$ cat src/rtl/sparc_pkg.sv
// Shared definitions for the SPARC PC sequencer: branch conditions, FSM states, icc bit positions.
// Latency: none (definitions only).
// Backpressure: not applicable.
package sparc_pkg;

  // Bicc cond field encodings; codes 8-F are the logical complements of codes 0-7
  localparam logic [3:0] COND_BN   = 4'h0;
  localparam logic [3:0] COND_BE   = 4'h1;
  localparam logic [3:0] COND_BLE  = 4'h2;
  localparam logic [3:0] COND_BL   = 4'h3;
  localparam logic [3:0] COND_BLEU = 4'h4;
  localparam logic [3:0] COND_BCS  = 4'h5;
  localparam logic [3:0] COND_BNEG = 4'h6;
  localparam logic [3:0] COND_BVS  = 4'h7;
  localparam logic [3:0] COND_BA   = 4'h8;
  localparam logic [3:0] COND_BNE  = 4'h9;
  localparam logic [3:0] COND_BG   = 4'hA;
  localparam logic [3:0] COND_BGE  = 4'hB;
  localparam logic [3:0] COND_BGU  = 4'hC;
  localparam logic [3:0] COND_BCC  = 4'hD;
  localparam logic [3:0] COND_BPOS = 4'hE;
  localparam logic [3:0] COND_BVC  = 4'hF;

  // Bit positions inside the icc nibble {N,Z,V,C}
  localparam int ICC_N = 3;
  localparam int ICC_Z = 2;
  localparam int ICC_V = 1;
  localparam int ICC_C = 0;

  // Sequencer states
  typedef enum logic [1:0] {
    RUN    = 2'd0,
    SQUASH = 2'd1,
    FAULT  = 2'd2
  } state_t;

  // Which control-transfer flavour the target calculator should produce
  typedef enum logic [1:0] {
    TGT_BICC = 2'd0,
    TGT_CALL = 2'd1,
    TGT_JMPL = 2'd2
  } tgt_sel_t;

endpackage

$ cat src/rtl/branch_target_calc.sv
// Computes the control-transfer target for Bicc/CALL/JMPL and flags misaligned JMPL targets.
// Latency: purely combinational.
// Backpressure: none; output follows inputs every cycle.
module branch_target_calc
  import sparc_pkg::*;
(
  input  logic [31:0] pc,
  input  logic [21:0] disp22,
  input  logic [29:0] disp30,
  input  logic [31:0] jmpl_tgt,
  input  tgt_sel_t    tgt_sel,
  output logic [31:0] target,
  output logic        misalign
);

  // Word displacements become byte offsets; adds wrap modulo 2^32
  always_comb begin
    target   = '0;
    misalign = 1'b0;
    case (tgt_sel)
      TGT_BICC: target = pc + {{8{disp22[21]}}, disp22, 2'b00};
      TGT_CALL: target = pc + {disp30, 2'b00};
      TGT_JMPL: begin
        target   = jmpl_tgt;
        misalign = (jmpl_tgt[1:0] != 2'b00);
      end
      default: target = '0;
    endcase
  end

endmodule

$ cat src/rtl/pc_branch_sequencer.sv
// Holds PC/nPC and implements delayed control transfer with annul for Bicc, CALL and JMPL.
// Latency: one cycle from a sampled step to updated pc/npc/squash/taken/fault.
// Backpressure: none; step low freezes all state, a step may be issued every cycle.
module pc_branch_sequencer
  import sparc_pkg::*;
#(
  parameter logic [31:0] RESET_PC = 32'h0000_0000
) (
  input  logic        clk,
  input  logic        rst_n,
  input  logic        step,
  input  logic        is_bicc,
  input  logic        is_call,
  input  logic        is_jmpl,
  input  logic [3:0]  cond,
  input  logic        annul_bit,
  input  logic [3:0]  icc,
  input  logic [21:0] disp22,
  input  logic [29:0] disp30,
  input  logic [31:0] jmpl_tgt,
  output logic [31:0] pc,
  output logic [31:0] npc,
  output logic        squash,
  output logic        taken,
  output logic        fault
);

  state_t      state;
  tgt_sel_t    tgt_sel;
  logic [31:0] target;
  logic        misalign;
  logic        cond_base;
  logic        cond_true;

  // Type priority: JMPL over CALL over Bicc
  always_comb begin
    tgt_sel = TGT_BICC;
    if (is_jmpl)      tgt_sel = TGT_JMPL;
    else if (is_call) tgt_sel = TGT_CALL;
  end

  branch_target_calc u_tgt (
    .pc       (pc),
    .disp22   (disp22),
    .disp30   (disp30),
    .jmpl_tgt (jmpl_tgt),
    .tgt_sel  (tgt_sel),
    .target   (target),
    .misalign (misalign)
  );

  // Evaluate the lower eight conditions; cond[3] selects the complement
  always_comb begin
    cond_base = 1'b0;
    case (cond[2:0])
      3'd0: cond_base = 1'b0;
      3'd1: cond_base = icc[ICC_Z];
      3'd2: cond_base = icc[ICC_Z] | (icc[ICC_N] ^ icc[ICC_V]);
      3'd3: cond_base = icc[ICC_N] ^ icc[ICC_V];
      3'd4: cond_base = icc[ICC_C] | icc[ICC_Z];
      3'd5: cond_base = icc[ICC_C];
      3'd6: cond_base = icc[ICC_N];
      3'd7: cond_base = icc[ICC_V];
      default: cond_base = 1'b0;
    endcase
    cond_true = cond_base ^ cond[3];
  end

  // Sequencer FSM with registered architectural outputs
  always_ff @(posedge clk) begin
    if (!rst_n) begin
      state  <= RUN;
      pc     <= RESET_PC;
      npc    <= RESET_PC + 32'd4;
      squash <= 1'b0;
      taken  <= 1'b0;
      fault  <= 1'b0;
    end else if (step) begin
      case (state)
        RUN: begin
          if (is_jmpl) begin
            if (misalign) begin
              // Leave pc/npc pointing at the faulting instruction
              fault <= 1'b1;
              state <= FAULT;
            end else begin
              pc    <= npc;
              npc   <= target;
              taken <= 1'b1;
            end
          end else if (is_call) begin
            pc    <= npc;
            npc   <= target;
            taken <= 1'b1;
          end else if (is_bicc) begin
            pc    <= npc;
            npc   <= cond_true ? target : npc + 32'd4;
            taken <= cond_true;
            // Annulled delay slot: BA,a always; other conditionals only when untaken
            if (annul_bit && ((cond == COND_BA) || !cond_true)) begin
              squash <= 1'b1;
              state  <= SQUASH;
            end
          end else begin
            pc    <= npc;
            npc   <= npc + 32'd4;
            taken <= 1'b0;
          end
        end
        SQUASH: begin
          // The annulled instruction consumes this step; its inputs are ignored
          pc     <= npc;
          npc    <= npc + 32'd4;
          squash <= 1'b0;
          taken  <= 1'b0;
          state  <= RUN;
        end
        FAULT: begin
          state <= FAULT;
        end
        default: begin
          state <= FAULT;
          fault <= 1'b1;
        end
      endcase
    end
  end

endmodule
$ cat config.mk
export PLATFORM = sky130hd
export DESIGN_NAME = pc_branch_sequencer
export DESIGN_NICKNAME = d
export VERILOG_FILES = /design/src/rtl/sparc_pkg.sv /design/src/rtl/branch_target_calc.sv /design/src/rtl/pc_branch_sequencer.sv
export SDC_FILE = /design/constraint.sdc
export NUM_CORES = 1
export LEC_CHECK = 0
export BUFFER_PORTS_ARGS = -buffer_cell sky130_fd_sc_hd__buf_4
export CORE_ASPECT_RATIO = 0.5
export CORE_MARGIN = 2
export CORE_UTILIZATION = 55
export CTS_CLUSTER_SIZE = 30
export DETAILED_ROUTE_END_ITERATION = 8
export PLACE_DENSITY_LB_ADDON = 0.2
export SLEW_MARGIN = 20
export SYNTH_ARGS = -nofsm -noshare
export SYNTH_HDL_FRONTEND = slang
export SYNTH_SLANG_ARGS = --single-unit
$ cat constraint.sdc
create_clock -name clk -period 6.2 [get_ports clk]
set_input_delay 0 -clock clk [delete_from_list [all_inputs] [get_ports clk]]
set_output_delay 0 -clock clk [all_outputs]
set_load 0.005 [all_outputs]
==> results.json, run 1 <==
{
  "status": "finished clean",
  "path_max_fanout": 32,
  "grt_pass1_wl_um": 30700,
  "min_from": "jmpl_tgt[29]",
  "worstSetupPathType": "input port to flop",
  "area_delta_synth_final_pct": 28.7,
  "dpl-instance-area_um2": 6970,
  "clockRootBuffer": "clkbuf_16",
  "final_cell_mix": "nand2_1, buf_4, a21oi_1",
  "cp-start-kind": "input port",
  "yosys_warnings": 0,
  "viasPerCell": 6.13,
  "ys_seq_area_share_pct": 24.2,
  "ys.flop_type": "dfxtp_1",
  "final-seq-area_um2": 1380,
  "p_switching_w": 0.000499,
  "die_y_um": 76.1,
  "r2r_start": "state[1]$_SDFFE_PN0P_",
  "vias": 6685,
  "switching_share_pct": 32.9,
  "worst-endpoint-required_ns": 6.47,
  "crit_start": "is_jmpl",
  "grt_max_degree": 66,
  "place_congestion": 0.957,
  "worstHoldPathType": "input port to flop",
  "wire_per_inst_um": 17.3,
  "drt_drc_violations_left": 0,
  "drt_iter0_drc": 502,
  "synth_edf_count": 0,
  "pin_count": 166,
  "dieArea_um2": 11300,
  "grt_overflow_total": 0,
  "path_common_cell": "nand2_1",
  "yosysUniqueCellTypes": 80,
  "period_needed_ns": 3.97,
  "final_common_cell": "nand2_1",
  "powerDensity_nw_per_um2": 206,
  "clkSinkCount": 69,
  "hold_slack_ns": 0.00920,
  "final_hold_viol_count": 0,
  "fin_tns_setup_ns": 0,
  "pwr-share-seq_pct": 34.3,
  "synth_area_leaders": "dfxtp_1, nand2_1, ha_1, a21oi_1, o21ai_0",
  "place_inst": 1068,
  "synthArstFlopShare_pct": 0,
  "cp.arrival_ns": 4.24,
  "clock_latency_ns": 0.34,
  "synth_top_cell_by_area": "dfxtp_1",
  "dp_hpwl_um": 13700,
  "cts_buffers": 9,
  "syn_area_per_cell_um2": 7.11,
  "syn-cell-area_um2": 5710,
  "io_buffers": 165,
  "fin_skew_ns": 0.00541,
  "tritoncts": "built",
  "grt_antenna_before_repair": 0,
  "initial_core_util_pct": 56.3,
  "fmax_mhz": 252,
  "cp_cell_sequence": "buf_4, inv_1, nand2_1, nand2_1, nand2_1, ha_1, fa_1, nand3_1, a211oi_1, a211oi_2, o21ai_0, a222oi_1, a211o_1, mux2_2, o21ai_1",
  "clk_pin_slew_ns": 0.06,
  "netlist.area_leader.share_pct": 24.2,
  "slowest_delay_ns": 0.62,
  "nNetsFinal": 1084,
  "fin_cells": 1091,
  "row_count": 26,
  "comb_power_share_pct": 28.5,
  "num_antenna_cells": 0,
  "postRouteAntennaNets": 0,
  "slowest_stage": "nand2_1",
  "p_leak_nw": 3.30,
  "synthCells": 804,
  "grt_pass1_vias": 6124,
  "drv_slew": 0,
  "drt_wl_total_um": 18900,
  "synth_fp_nets": 942,
  "die_x_um": 148,
  "finish.utilization_pct": 72.4,
  "p_int_w": 0.00102,
  "nFillCells": 874,
  "grt_setup_unrepaired": "no",
  "drive_above_1_share_pct": 22.3,
  "cp_num_buf_inv": 2,
  "slew_headroom_pct": 40.1,
  "post_cts_buffers": 0,
  "cts-hold-fix-buffers": 7,
  "endpoint_kind": "flop",
  "crit_family": "compound AO/OA/AOI/OAI gates",
  "ctsResizeCount": 0,
  "irDropWorstVdd_uv": 175,
  "multi_input_comb_area_um2": 4100,
  "h-tree-depth": 3,
  "maxCapViolCount": 0,
  "final_area_um2": 7350,
  "grt.total_usage_pct": 33.3,
  "coreArea_um2": 10100,
  "setup_viol": 0,
  "first_pass_iters": 5,
  "ctsLongestPathBuffers": 2,
  "p_clk_share_pct": 37.2,
  "ys_ff_latch": 69,
  "period_share_pct": 64.0,
  "worst_pin_slew_ns": 0.897
}
## worst min-delay path: stages
cell and delay (ns):
buf_4 0.08, a221oi_1 0.07, o22ai_1 0.15
## cell type report
type | count | share of cell area (%)
multi-input cells | 677 | 55.7
flip-flops and latches | 69 | 18.8
repair buffers | 175 | 18.1
clock buffers | 9 | 3.06
well taps | 140 | 2.38
clock inverters | 7 | 1.23
inverters | 14 | 0.715
## layer usage
metal	global-route usage, %	wire length, µm	part of all wire (%)
met5	0	0	0
met4	9.14	303	1.6
met3	7.01	2010	11
met2	54.0	8570	45
met1	44.9	7970	42
## per-stage QoR
stage	total power, W	setup slack [ns]
after detailed placement	0.000948	2.01
after floorplan	0.000780	2.94
after global placement	0.000941	2.17
final	0.00152	2.23
after global routing	0.00158	1.88
after CTS	0.00151	2.29
## cells by family after synthesis
kind of cell | Yosys count | synth area share [%]
AOI/OAI and AO/OA | 255 | 29.3
xor gates and xnor gates | 32 | 4.91
adders and majority gates | 39 | 8.67
buffers and inverters | 58 | 4.34
DFF | 69 | 24.2
muxes | 8 | 1.47
and+or+nand+nor | 343 | 27.1
## sequential cells by signal, indices dropped and copies added, names as in the netlist
name / count
fault: 1
state: 2
taken: 1
pc: 32
squash: 1
npc: 32
## path summary, 6_finish.rpt
check | to | slack [ns] | cells after the start
setup / recovery | npc[30]$_SDFFE_PN0P_ | 2.23 | 15
hold / removal | npc[29]$_SDFFE_PN0P_ | 0.009 | 3
setup reg to reg | npc[31]$_SDFFE_PN0P_ | 3.13 | 8
hold reg to reg | state[1]$_SDFFE_PN0P_ | 0.46 | 2
## synth_stat cells (all sizes together) (3+ instances only)
master,instances
nand2,198
a21oi,91
dfxtp,69
nor2,46
o21ai,43
ha,38
clkbuf,35
a21o,22
nand3,19
nor3,19
a31oi,16
xnor2,16
xor2,16
inv,13
nand4,12
buf,9
nor2b,9
nand2b,8
o22ai,8
a221oi,7
a31o,7
and2,7
and3,7
o211ai,6
o21a,6
and4,5
mux2i,5
a211oi,4
a32oi,4
o21bai,4
o31ai,4
or3,4
a211o,3
a22oi,3
a311o,3
a311oi,3
mux2,3
o221ai,3
o311ai,3
## power groups by stage
stage / Combinational [W] / Clock, W / Sequential (W)
after CTS: 0.000427 / 0.000565 / 0.000518
after floorplan: 0.000264 / 0 / 0.000516
final: 0.000432 / 0.000564 / 0.000520
after global placement: 0.000413 / 0 / 0.000527
after detailed placement: 0.000420 / 0 / 0.000527
after global routing: 0.000475 / 0.000584 / 0.000524
No activity file was read; power rests on OpenSTA's default activity.
==> run 2, diff against run 1 <==
--- a/config.mk
+++ b/config.mk
@@ -8,7 +8,7 @@
 export BUFFER_PORTS_ARGS = -buffer_cell sky130_fd_sc_hd__buf_4
 export CORE_ASPECT_RATIO = 0.5
 export CORE_MARGIN = 2
-export CORE_UTILIZATION = 55
+export CORE_UTILIZATION = 53
 export CTS_CLUSTER_SIZE = 30
 export DETAILED_ROUTE_END_ITERATION = 8
 export PLACE_DENSITY_LB_ADDON = 0.2
==> constraint.sdc (replaced) <==
create_clock -name clk -period 3.8 [get_ports clk]
set_input_delay 0 -clock clk [delete_from_list [all_inputs] [get_ports clk]]
set_output_delay 0 -clock clk [all_outputs]
set_load 0.005 [all_outputs]
==> results.json, run 2 (synthesized netlist as in run 1, its figures left out) <==
{
  "status": "finished clean",
  "grt_pass1_vias": 5921,
  "first_pass_iters": 5,
  "grt.total_usage_pct": 32.4,
  "postRouteAntennaNets": 0,
  "slew_headroom_pct": 41.2,
  "crit_family": "simple AND/OR/NAND/NOR gates",
  "largestRegisters": "npc: 32 flops, pc: 32 flops, state: 2 flops",
  "final_common_cell": "nand2_1",
  "worstSetupPathType": "input port to flop",
  "worst_pin_slew_ns": 0.880,
  "maxCapViolCount": 0,
  "pin_count": 166,
  "h-tree-depth": 3,
  "fmax_mhz": 325,
  "area_delta_synth_final_pct": 29.2,
  "die_y_um": 77.4,
  "drt_iter0_drc": 584,
  "grt_pass1_wl_um": 30000,
  "nNetsFinal": 1093,
  "fin_tns_setup_ns": 0,
  "io_buffers": 165,
  "cp-start-kind": "input port",
  "endpoint_kind": "flop",
  "path_max_fanout": 19,
  "fin_skew_ns": 0.00766,
  "cp.arrival_ns": 3.29,
  "cts-hold-fix-buffers": 7,
  "dieArea_um2": 11700,
  "clock_latency_ns": 0.34,
  "worstHoldPathType": "input port to flop",
  "cts_buffers": 9,
  "period_needed_ns": 3.07,
  "clkSinkCount": 69,
  "tritoncts": "built",
  "clockRootBuffer": "clkbuf_16",
  "worst-endpoint-required_ns": 4.02,
  "powerDensity_nw_per_um2": 322,
  "setup_viol": 0,
  "vias": 6662,
  "drv_slew": 0,
  "clk_pin_slew_ns": 0.06,
  "ctsLongestPathBuffers": 2,
  "fin_cells": 1100,
  "p_leak_nw": 3.32,
  "cp_cell_sequence": "buf_4, nor2b_2, buf_4, nor2b_1, a21o_1, ha_1, inv_1, o21bai_1, a21oi_1, nor2b_1, o41a_1, or4_1, nand4b_1, o22ai_1",
  "row_count": 26,
  "grt_max_degree": 46,
  "die_x_um": 151,
  "final_cell_mix": "nand2_1, buf_4, a21oi_1",
  "drive_above_1_share_pct": 23.0,
  "dp_hpwl_um": 14300,
  "coreArea_um2": 10300,
  "slowest_stage": "nor2b_2",
  "grt_antenna_before_repair": 1,
  "post_cts_buffers": 0,
  "period_share_pct": 80.9,
  "place_inst": 1077,
  "final_hold_viol_count": 0,
  "irDropWorstVdd_uv": 217,
  "place_congestion": 0.934,
  "ctsResizeCount": 0,
  "drt_wl_total_um": 19500,
  "slowest_delay_ns": 0.54,
  "grt_setup_unrepaired": "no",
  "cp_num_buf_inv": 3,
  "drt_drc_violations_left": 0,
  "viasPerCell": 6.06,
  "hold_slack_ns": 0.0116,
  "grt_overflow_total": 0,
  "wire_per_inst_um": 17.7,
  "num_antenna_cells": 0,
  "initial_core_util_pct": 55.2
}
## run 2: cell types whose count changed in the layout (fill, tap and decap cells not counted), sizes merged
| cell | before | now |
|---|---|---|
| buf | 168 | 177 |
| bufinv | 2 | 0 |
| clkinv | 4 | 5 |
| clkbuf | 9 | 10 |
## run 2: worst paths after layout
check                        startpoint                    end  slack [ns]  depth (start not counted)
setup / recovery                is_jmpl   npc[29]$_SDFFE_PN0P_        0.73                         14
hold / removal             jmpl_tgt[14]   npc[14]$_SDFFE_PN0P_        0.01                          3
setup reg to reg  state[1]$_SDFFE_PN0P_   npc[18]$_SDFFE_PN0P_        0.82                          8
hold reg to reg   state[1]$_SDFFE_PN0P_  state[1]$_SDFFE_PN0P_        0.46                          2
## run 2: per-stage QoR
step	setup WS (ns)	util [%]	area, µm²	total power [W]
floorplan	0.543	-	5710	0.00127
global placement	0.484	68.0	7030	0.00155
detailed placement	0.424	68.0	7030	0.00156
CTS	0.750	71.4	7380	0.00237
global route	0.495	71.4	7380	0.00249
finish	0.726	71.4	7380	0.00237
## run 2: metal layers
metal  global-route usage [%]  up-vias  wire length (µm)
li1                         -     3205                 -
met3                     6.94       34              1780
met4                     8.79        2               349
met1                     44.1     3113              8580
met5                        0        -                12
met2                     52.2      308              8740
## run 2: worst register-to-register path: stages (launching register included)
cell	delay, ns
dfxtp_1	0.31
inv_1	0.07
ha_1	0.34
clkinv_1	0.35
a22oi_1	0.41
and4_4	0.57
nand2_1	0.23
o311ai_1	0.47
a31oi_1	0.09
## run 2: layout make-up
cell class | count | area [µm²]
Tap cell | 140 | 175
Multi-Input combinational cell | 677 | 4100
Clock inverter | 6 | 38.8
Timing Repair Buffer | 184 | 1400
Fill cell | 877 | 2960
Inverter | 14 | 52.6
Clock buffer | 10 | 239
Sequential cell | 69 | 1380
## run 2: where the power goes
group,leakage (nW),switching (W),internal (W),total (W)
clock network,0.134,0.000347,0.000457,0.000804
logic,2.63,0.000397,0.000325,0.000722
registers,0.562,0.0000739,0.000773,0.000847
